[config.mk]
export PLATFORM = sky130hd
export DESIGN_NAME = instr_program_loader
export DESIGN_NICKNAME = d
export VERILOG_FILES = /design/src/rtl/instr_program_loader_pkg.sv /design/src/rtl/instr_program_loader_encoder.sv /design/src/rtl/instr_program_loader.sv
export SDC_FILE = /design/constraint.sdc
export NUM_CORES = 1
export LEC_CHECK = 0
export CORE_ASPECT_RATIO = 1.5
export CORE_MARGIN = 2
export CORE_UTILIZATION = 25
export DETAILED_ROUTE_END_ITERATION = 7
export GPL_ROUTABILITY_DRIVEN = 1
export GPL_TIMING_DRIVEN = 1
export SLEW_MARGIN = 20
export SYNTH_ARGS = -nofsm -noshare
export SYNTH_HDL_FRONTEND = slang
export SYNTH_SLANG_ARGS = --single-unit
[constraint.sdc]
create_clock -name clk -period 1.6 [get_ports clk]
set_clock_uncertainty 0.15 [all_clocks]
set_input_delay 0.32 -clock clk [delete_from_list [all_inputs] [get_ports clk]]
set_output_delay 0.32 -clock clk [all_outputs]
set_load 0.005 [all_outputs]
[src/rtl/instr_program_loader_pkg.sv]
// Shared RV32I encoding constants, request opcodes and payload types for the program loader.
// The core's control decoder imports the same constants so both directions stay in step.
package instr_program_loader_pkg;

    localparam int unsigned XLEN     = 32;
    localparam int unsigned REG_W    = 5;
    localparam int unsigned OPCODE_W = 7;
    localparam int unsigned F3_W     = 3;
    localparam int unsigned F7_W     = 7;
    localparam int unsigned OP_W     = 4;

    // Major opcodes
    localparam logic [OPCODE_W-1:0] OPC_R      = 7'b0110011;
    localparam logic [OPCODE_W-1:0] OPC_I_ALU  = 7'b0010011;
    localparam logic [OPCODE_W-1:0] OPC_LOAD   = 7'b0000011;
    localparam logic [OPCODE_W-1:0] OPC_STORE  = 7'b0100011;
    localparam logic [OPCODE_W-1:0] OPC_BRANCH = 7'b1100011;
    localparam logic [OPCODE_W-1:0] OPC_JAL    = 7'b1101111;
    localparam logic [OPCODE_W-1:0] OPC_JALR   = 7'b1100111;
    localparam logic [OPCODE_W-1:0] OPC_LUI    = 7'b0110111;

    localparam logic [F3_W-1:0] F3_ADD  = 3'b000;
    localparam logic [F3_W-1:0] F3_AND  = 3'b111;
    localparam logic [F3_W-1:0] F3_OR   = 3'b110;
    localparam logic [F3_W-1:0] F3_XOR  = 3'b100;
    localparam logic [F3_W-1:0] F3_SLT  = 3'b010;
    localparam logic [F3_W-1:0] F3_LW   = 3'b010;
    localparam logic [F3_W-1:0] F3_SW   = 3'b010;
    localparam logic [F3_W-1:0] F3_BEQ  = 3'b000;
    localparam logic [F3_W-1:0] F3_JALR = 3'b000;

    localparam logic [F7_W-1:0] F7_ZERO = 7'b0000000;
    localparam logic [F7_W-1:0] F7_SUB  = 7'b0100000;

    typedef enum logic [OP_W-1:0] {
        OP_ADD  = 4'd0,  OP_SUB  = 4'd1,  OP_AND  = 4'd2,  OP_OR   = 4'd3,
        OP_XOR  = 4'd4,  OP_SLT  = 4'd5,  OP_ADDI = 4'd6,  OP_ANDI = 4'd7,
        OP_ORI  = 4'd8,  OP_XORI = 4'd9,  OP_LW   = 4'd10, OP_SW   = 4'd11,
        OP_BEQ  = 4'd12, OP_JAL  = 4'd13, OP_JALR = 4'd14, OP_LUI  = 4'd15
    } req_op_e;

    typedef struct packed {
        req_op_e          op;
        logic [REG_W-1:0] rd;
        logic [REG_W-1:0] rs1;
        logic [REG_W-1:0] rs2;
        logic [XLEN-1:0]  imm;
    } req_t;

    typedef enum logic [1:0] {
        S_IDLE = 2'd0,
        S_LOAD = 2'd1,
        S_DONE = 2'd2
    } state_e;

endpackage

[src/rtl/instr_program_loader_encoder.sv]
// Combinational RV32I encoder: symbolic request in, 32-bit instruction word out.
module instr_encoder
    import instr_program_loader_pkg::*;
(
    input  req_t            req,
    output logic [XLEN-1:0] word_c
);

    always_comb begin
        word_c = '0;
        case (req.op)
            OP_ADD:  word_c = {F7_ZERO, req.rs2, req.rs1, F3_ADD, req.rd, OPC_R};
            OP_SUB:  word_c = {F7_SUB,  req.rs2, req.rs1, F3_ADD, req.rd, OPC_R};
            OP_AND:  word_c = {F7_ZERO, req.rs2, req.rs1, F3_AND, req.rd, OPC_R};
            OP_OR:   word_c = {F7_ZERO, req.rs2, req.rs1, F3_OR,  req.rd, OPC_R};
            OP_XOR:  word_c = {F7_ZERO, req.rs2, req.rs1, F3_XOR, req.rd, OPC_R};
            OP_SLT:  word_c = {F7_ZERO, req.rs2, req.rs1, F3_SLT, req.rd, OPC_R};
            OP_ADDI: word_c = {req.imm[11:0], req.rs1, F3_ADD,  req.rd, OPC_I_ALU};
            OP_ANDI: word_c = {req.imm[11:0], req.rs1, F3_AND,  req.rd, OPC_I_ALU};
            OP_ORI:  word_c = {req.imm[11:0], req.rs1, F3_OR,   req.rd, OPC_I_ALU};
            OP_XORI: word_c = {req.imm[11:0], req.rs1, F3_XOR,  req.rd, OPC_I_ALU};
            OP_LW:   word_c = {req.imm[11:0], req.rs1, F3_LW,   req.rd, OPC_LOAD};
            OP_JALR: word_c = {req.imm[11:0], req.rs1, F3_JALR, req.rd, OPC_JALR};
            OP_SW:   word_c = {req.imm[11:5], req.rs2, req.rs1, F3_SW,
                               req.imm[4:0], OPC_STORE};
            // Branch/jump offsets are even; bit 0 is never encoded
            OP_BEQ:  word_c = {req.imm[12], req.imm[10:5], req.rs2, req.rs1, F3_BEQ,
                               req.imm[4:1], req.imm[11], OPC_BRANCH};
            OP_JAL:  word_c = {req.imm[20], req.imm[10:1], req.imm[11], req.imm[19:12],
                               req.rd, OPC_JAL};
            OP_LUI:  word_c = {req.imm[31:12], req.rd, OPC_LUI};
            default: word_c = '0;
        endcase
    end

endmodule

[src/rtl/instr_program_loader.sv]
// Boot-path program loader: encodes requests and writes them sequentially into
// instruction memory while holding the core in reset.
module instr_program_loader
    import instr_program_loader_pkg::*;
#(
    parameter  int unsigned DEPTH = 256,
    localparam int unsigned AW    = $clog2(DEPTH)
) (
    input  logic              clk,
    input  logic              rst_n,
    input  logic              start,
    input  logic              finish,
    input  logic              req_valid,
    output logic              req_ready,
    input  logic [OP_W-1:0]   req_op,
    input  logic [REG_W-1:0]  req_rd,
    input  logic [REG_W-1:0]  req_rs1,
    input  logic [REG_W-1:0]  req_rs2,
    input  logic [XLEN-1:0]   req_imm,
    output logic              imem_we,
    output logic [AW-1:0]     imem_addr,
    output logic [XLEN-1:0]   imem_wdata,
    output logic              cpu_hold,
    output logic              done,
    output logic [AW:0]       count,
    output logic              overflow
);

    localparam logic [AW:0] PTR_FULL = (AW+1)'(DEPTH);
    localparam logic [AW:0] PTR_ONE  = (AW+1)'(1);

    state_e          state;
    logic [AW:0]     wr_ptr;      // words accepted this session
    req_t            req;
    logic [XLEN-1:0] enc_word_c;
    logic            accept_c;

    assign req = '{op: req_op_e'(req_op), rd: req_rd, rs1: req_rs1,
                   rs2: req_rs2, imm: req_imm};

    instr_encoder u_encoder (
        .req    (req),
        .word_c (enc_word_c)
    );

    assign req_ready = (state == S_LOAD) && (wr_ptr < PTR_FULL);
    assign accept_c  = req_valid && req_ready;

    // Session FSM plus write pipeline; count tracks completed writes
    always_ff @(posedge clk or negedge rst_n) begin
        if (!rst_n) begin
            state      <= S_IDLE;
            wr_ptr     <= '0;
            imem_we    <= 1'b0;
            imem_addr  <= '0;
            imem_wdata <= '0;
            cpu_hold   <= 1'b0;
            done       <= 1'b0;
            count      <= '0;
            overflow   <= 1'b0;
        end else begin
            imem_we <= accept_c;
            done    <= 1'b0;
            if (accept_c) begin
                imem_addr  <= wr_ptr[AW-1:0];
                imem_wdata <= enc_word_c;
                wr_ptr     <= wr_ptr + PTR_ONE;
            end
            if (imem_we) begin
                count <= count + PTR_ONE;
            end
            case (state)
                S_IDLE: begin
                    if (start) begin
                        state    <= S_LOAD;
                        wr_ptr   <= '0;
                        count    <= '0;
                        overflow <= 1'b0;
                        cpu_hold <= 1'b1;
                    end
                end
                S_LOAD: begin
                    if (req_valid && !req_ready) begin
                        overflow <= 1'b1;
                    end
                    if (finish) begin
                        state    <= S_DONE;
                        done     <= 1'b1;
                        cpu_hold <= 1'b0;
                    end
                end
                S_DONE: state <= S_IDLE;
                default: state <= S_IDLE;
            endcase
        end
    end

endmodule

==> out/metrics.cfg, run 1 <==
[job]
maxCapViolCount = 0

[synthesis]
synth_area_sq_um = 3230
synthArstFlopShare = 1.00
synthTopCellsByArea = dfrtp_1 49%, nand2_1 6.6%, nor2_1 4.8%
yosys.cell_count.top_type = dfrtp_1
synth_top_area_share = 0.488
synth.largest_area_cell = dfrtp_1
postSynthAreaPerCell_sq_um = 9.26
synthTopCellsByCount = 63 x dfrtp_1, 57 x nand2_1, 41 x nor2_1
ys_ff_latch = 63
synth_cell_types = 44
syn_inst = 349
synth_nets = 407
synth-main-ff-cell = dfrtp_1
synth-edff-count = 0
ys_seq_area_frac = 0.488
yosys_warnings = 0

[clock_tree]
clk_latency_ns = 0.33
cts_tree = done
clock_path_buffers = 2
root_buffer = clkbuf_16
numCtsBuffers = 9
cts.sinks = 63
path_clk_slew_ns = 0.05
h-tree-depth = 3

[place]
dpl_cell_area_sq_um = 4790
routabilityCongestion = 0.924
portBuffers = 109
hpwl_um = 7230

[worst_setup_path]
critPathCaptureType = register
cp_num_buf_inv = 1
cp_max_fo = 6
cp_slowest_cell = or3_4
critPathKind = reg2reg
max_stage_delay_ns = 0.42
r2r_slack_ns = -0.13
path_cells = buf_6 > nand4bb_4 > or3_4 > o31a_1 > nor2_1
timing.critical_path.arrival_ns = 1.84
r2r-end = wr_ptr[8]$_DFF_PN0_
cp-start-kind = register
path_delay_family = simple AND/OR/NAND/NOR gates
cp_data_required_time_ns = 1.71
reg2reg_depth = 5
r2r-start = wr_ptr[8]$_DFF_PN0_

[sta]
rsz0062_at_grt = true
maxClockFrequency_ghz = 0.579
tightest_slew_ns = 0.351
relSlewSlack = 0.764
period_share = 1.08
slew_viol_final = 0
tns_ns = -1.11
hold_viol = 0
setup_slack_ns = -0.126
fin_hold_ws_ns = 0.316
period_minus_slack_ns = 1.73
setup_viol = 27

[grt]
grt_use_met1 = 0.159
grt_use_met2 = 0.282
grt_antenna_before_repair = 0
grt_use_total = 0.150
use_met3 = 0.0299
grt_max_degree = 64
grt_pass1_vias = 3329
grt_pass1_wl_um = 16500
grt-busiest-layer = met2
grt.overflow.total = 0

[cells_and_area]
stdcell_area_sq_um = 5520
nNetsFinal = 581
final_layout_size_suffix_gt1_frac = 0.242
diodes = 0
syn_to_final_growth_pct = 70.8

[die]
core_sq_um = 12600
start_util = 0.257
chipWidth_um = 96.9
io_pins = 110
die_y_um = 143
num_rows = 50
die-area_sq_um = 13900

[run_status]
status = complete, but fails checks
violations = setup timing

[min_path]
whs_endpoint = imem_addr[0]$_DFFE_PN0P_
min_from = imem_addr[0]$_DFFE_PN0P_
hold_depth = 2
hold_path.class = reg2reg

[detailed_routing]
avgViaCountPerCell = 4.70
drc = 0
dr.first_iter.drc_count = 89
firstDrtPassIters = 4
wl_per_cell_um = 15.1
vias = 3218
drtAntennaViolNets = 0
drt_wl_total_um = 10300

[power_and_ir_drop]
vdd.ir_drop.worst_mv = 0.535
total_power_uw = 7080
pwr_density_cell_nw_per_um2 = 1280
p_leak_uw = 0.00264

## what timing repair did
item | in CTS | in global routing
endpoints found under the hold margin | 63 | 0
resized for setup | 93 | 17
setup buffers | 22 | 3
hold buffers | 1 | 0
setup endpoints to repair | 93 | 36
pin swaps | 10 | 3
gates cloned | 3 | 1
## cell families after synthesis
kind of cell / Yosys count / share of synthesized area
and+or+nand+nor: 139 / 0.199
AOI/OAI and AO/OA: 80 / 0.164
DFF: 63 / 0.488
buffers and inverters: 33 / 0.0480
xor gates and xnor gates: 16 / 0.0433
muxes: 16 / 0.0511
adders and majority gates: 2 / 0.00774
## report_power, final
group | switching [uW] | leakage (uW) | total [uW] | internal, uW
Combinational | 1100 | 0.00167 | 2510 | 1410
Clock | 697 | 0.000169 | 2230 | 1530
Sequential | 281 | 0.000808 | 2340 | 2060
## cell usage in the layout, fill, tap and decap left out, types with 6 or more instances in the layout
master / count
nand3_1: 9
o22ai_1: 6
dlygate4sd2_1: 57
xnor2_1: 9
buf_4: 61
nand2_1: 56
mux2i_1: 12
nor2_1: 38
inv_1: 8
dfrtp_1: 62
a21oi_1: 10
buf_6: 9
o21ai_1: 6
xor2_1: 6
nand2b_1: 11
nand4_1: 6
o21ai_0: 16
clkdlybuf4s50_1: 50
clkbuf_16: 10
## sequential cells by signal (all words and copies together) (netlist names)
name	count
imem_wdata	31
count	9
wr_ptr	9
imem_addr	8
state	2
cpu_hold	1
done	1
imem_we	1
overflow	1
## worst max path at each step
stage                                    from                         end  depth (start not counted)
after floorplan           wr_ptr[8]$_DFF_PN0_         wr_ptr[8]$_DFF_PN0_                          5
after global placement              req_op[3]  imem_wdata[22]$_DFFE_PN0P_                          5
after detailed placement            req_op[1]  imem_wdata[31]$_DFFE_PN0P_                          6
after CTS                 wr_ptr[8]$_DFF_PN0_         wr_ptr[8]$_DFF_PN0_                          5
after global routing      wr_ptr[8]$_DFF_PN0_         wr_ptr[8]$_DFF_PN0_                          5
final                     wr_ptr[8]$_DFF_PN0_         wr_ptr[8]$_DFF_PN0_                          5
## worst min-delay path: stages (launching register included)
cell     delay, ns
dfrtp_1       0.33
nand2_1       0.05
nand2_1       0.06
## metal layers
| metal | routed length [um] | part of all wire |
|---|---|---|
| met5 | 0 | 0 |
| met4 | 327 | 0.032 |
| met3 | 364 | 0.035 |
| met2 | 5700 | 0.55 |
| met1 | 3950 | 0.38 |
## through the flow
stage                util  cells  setup WS, ns
floorplan               -    349       -0.0185
global placement    0.381    640        -0.508
detailed placement  0.381    640        -0.531
CTS                 0.432    680        -0.126
global route        0.439    684        -0.207
finish              0.439    684        -0.126
## final cells by class
cell class / instances / area [sq um]
fillers: 1201 / 7050
repair buffers: 187 / 1720
multi-input cells: 253 / 1640
flip-flops and latches: 63 / 1580
clock buffers: 14 / 284
well taps: 156 / 195
clock inverters: 2 / 60.1
inverters: 9 / 37.5
Power figures use the tool's default switching activity.
==> inputs of run 2 (changes only) <==
--- a/config.mk
+++ b/config.mk
@@ -8,6 +8,7 @@
 export CORE_ASPECT_RATIO = 1.5
 export CORE_MARGIN = 2
 export CORE_UTILIZATION = 25
+export CTS_CLUSTER_SIZE = 28
 export DETAILED_ROUTE_END_ITERATION = 7
 export GPL_ROUTABILITY_DRIVEN = 1
 export GPL_TIMING_DRIVEN = 1
==> results of run 2 <==
The final DEF is identical to that of run 1; final timing and power are the same.
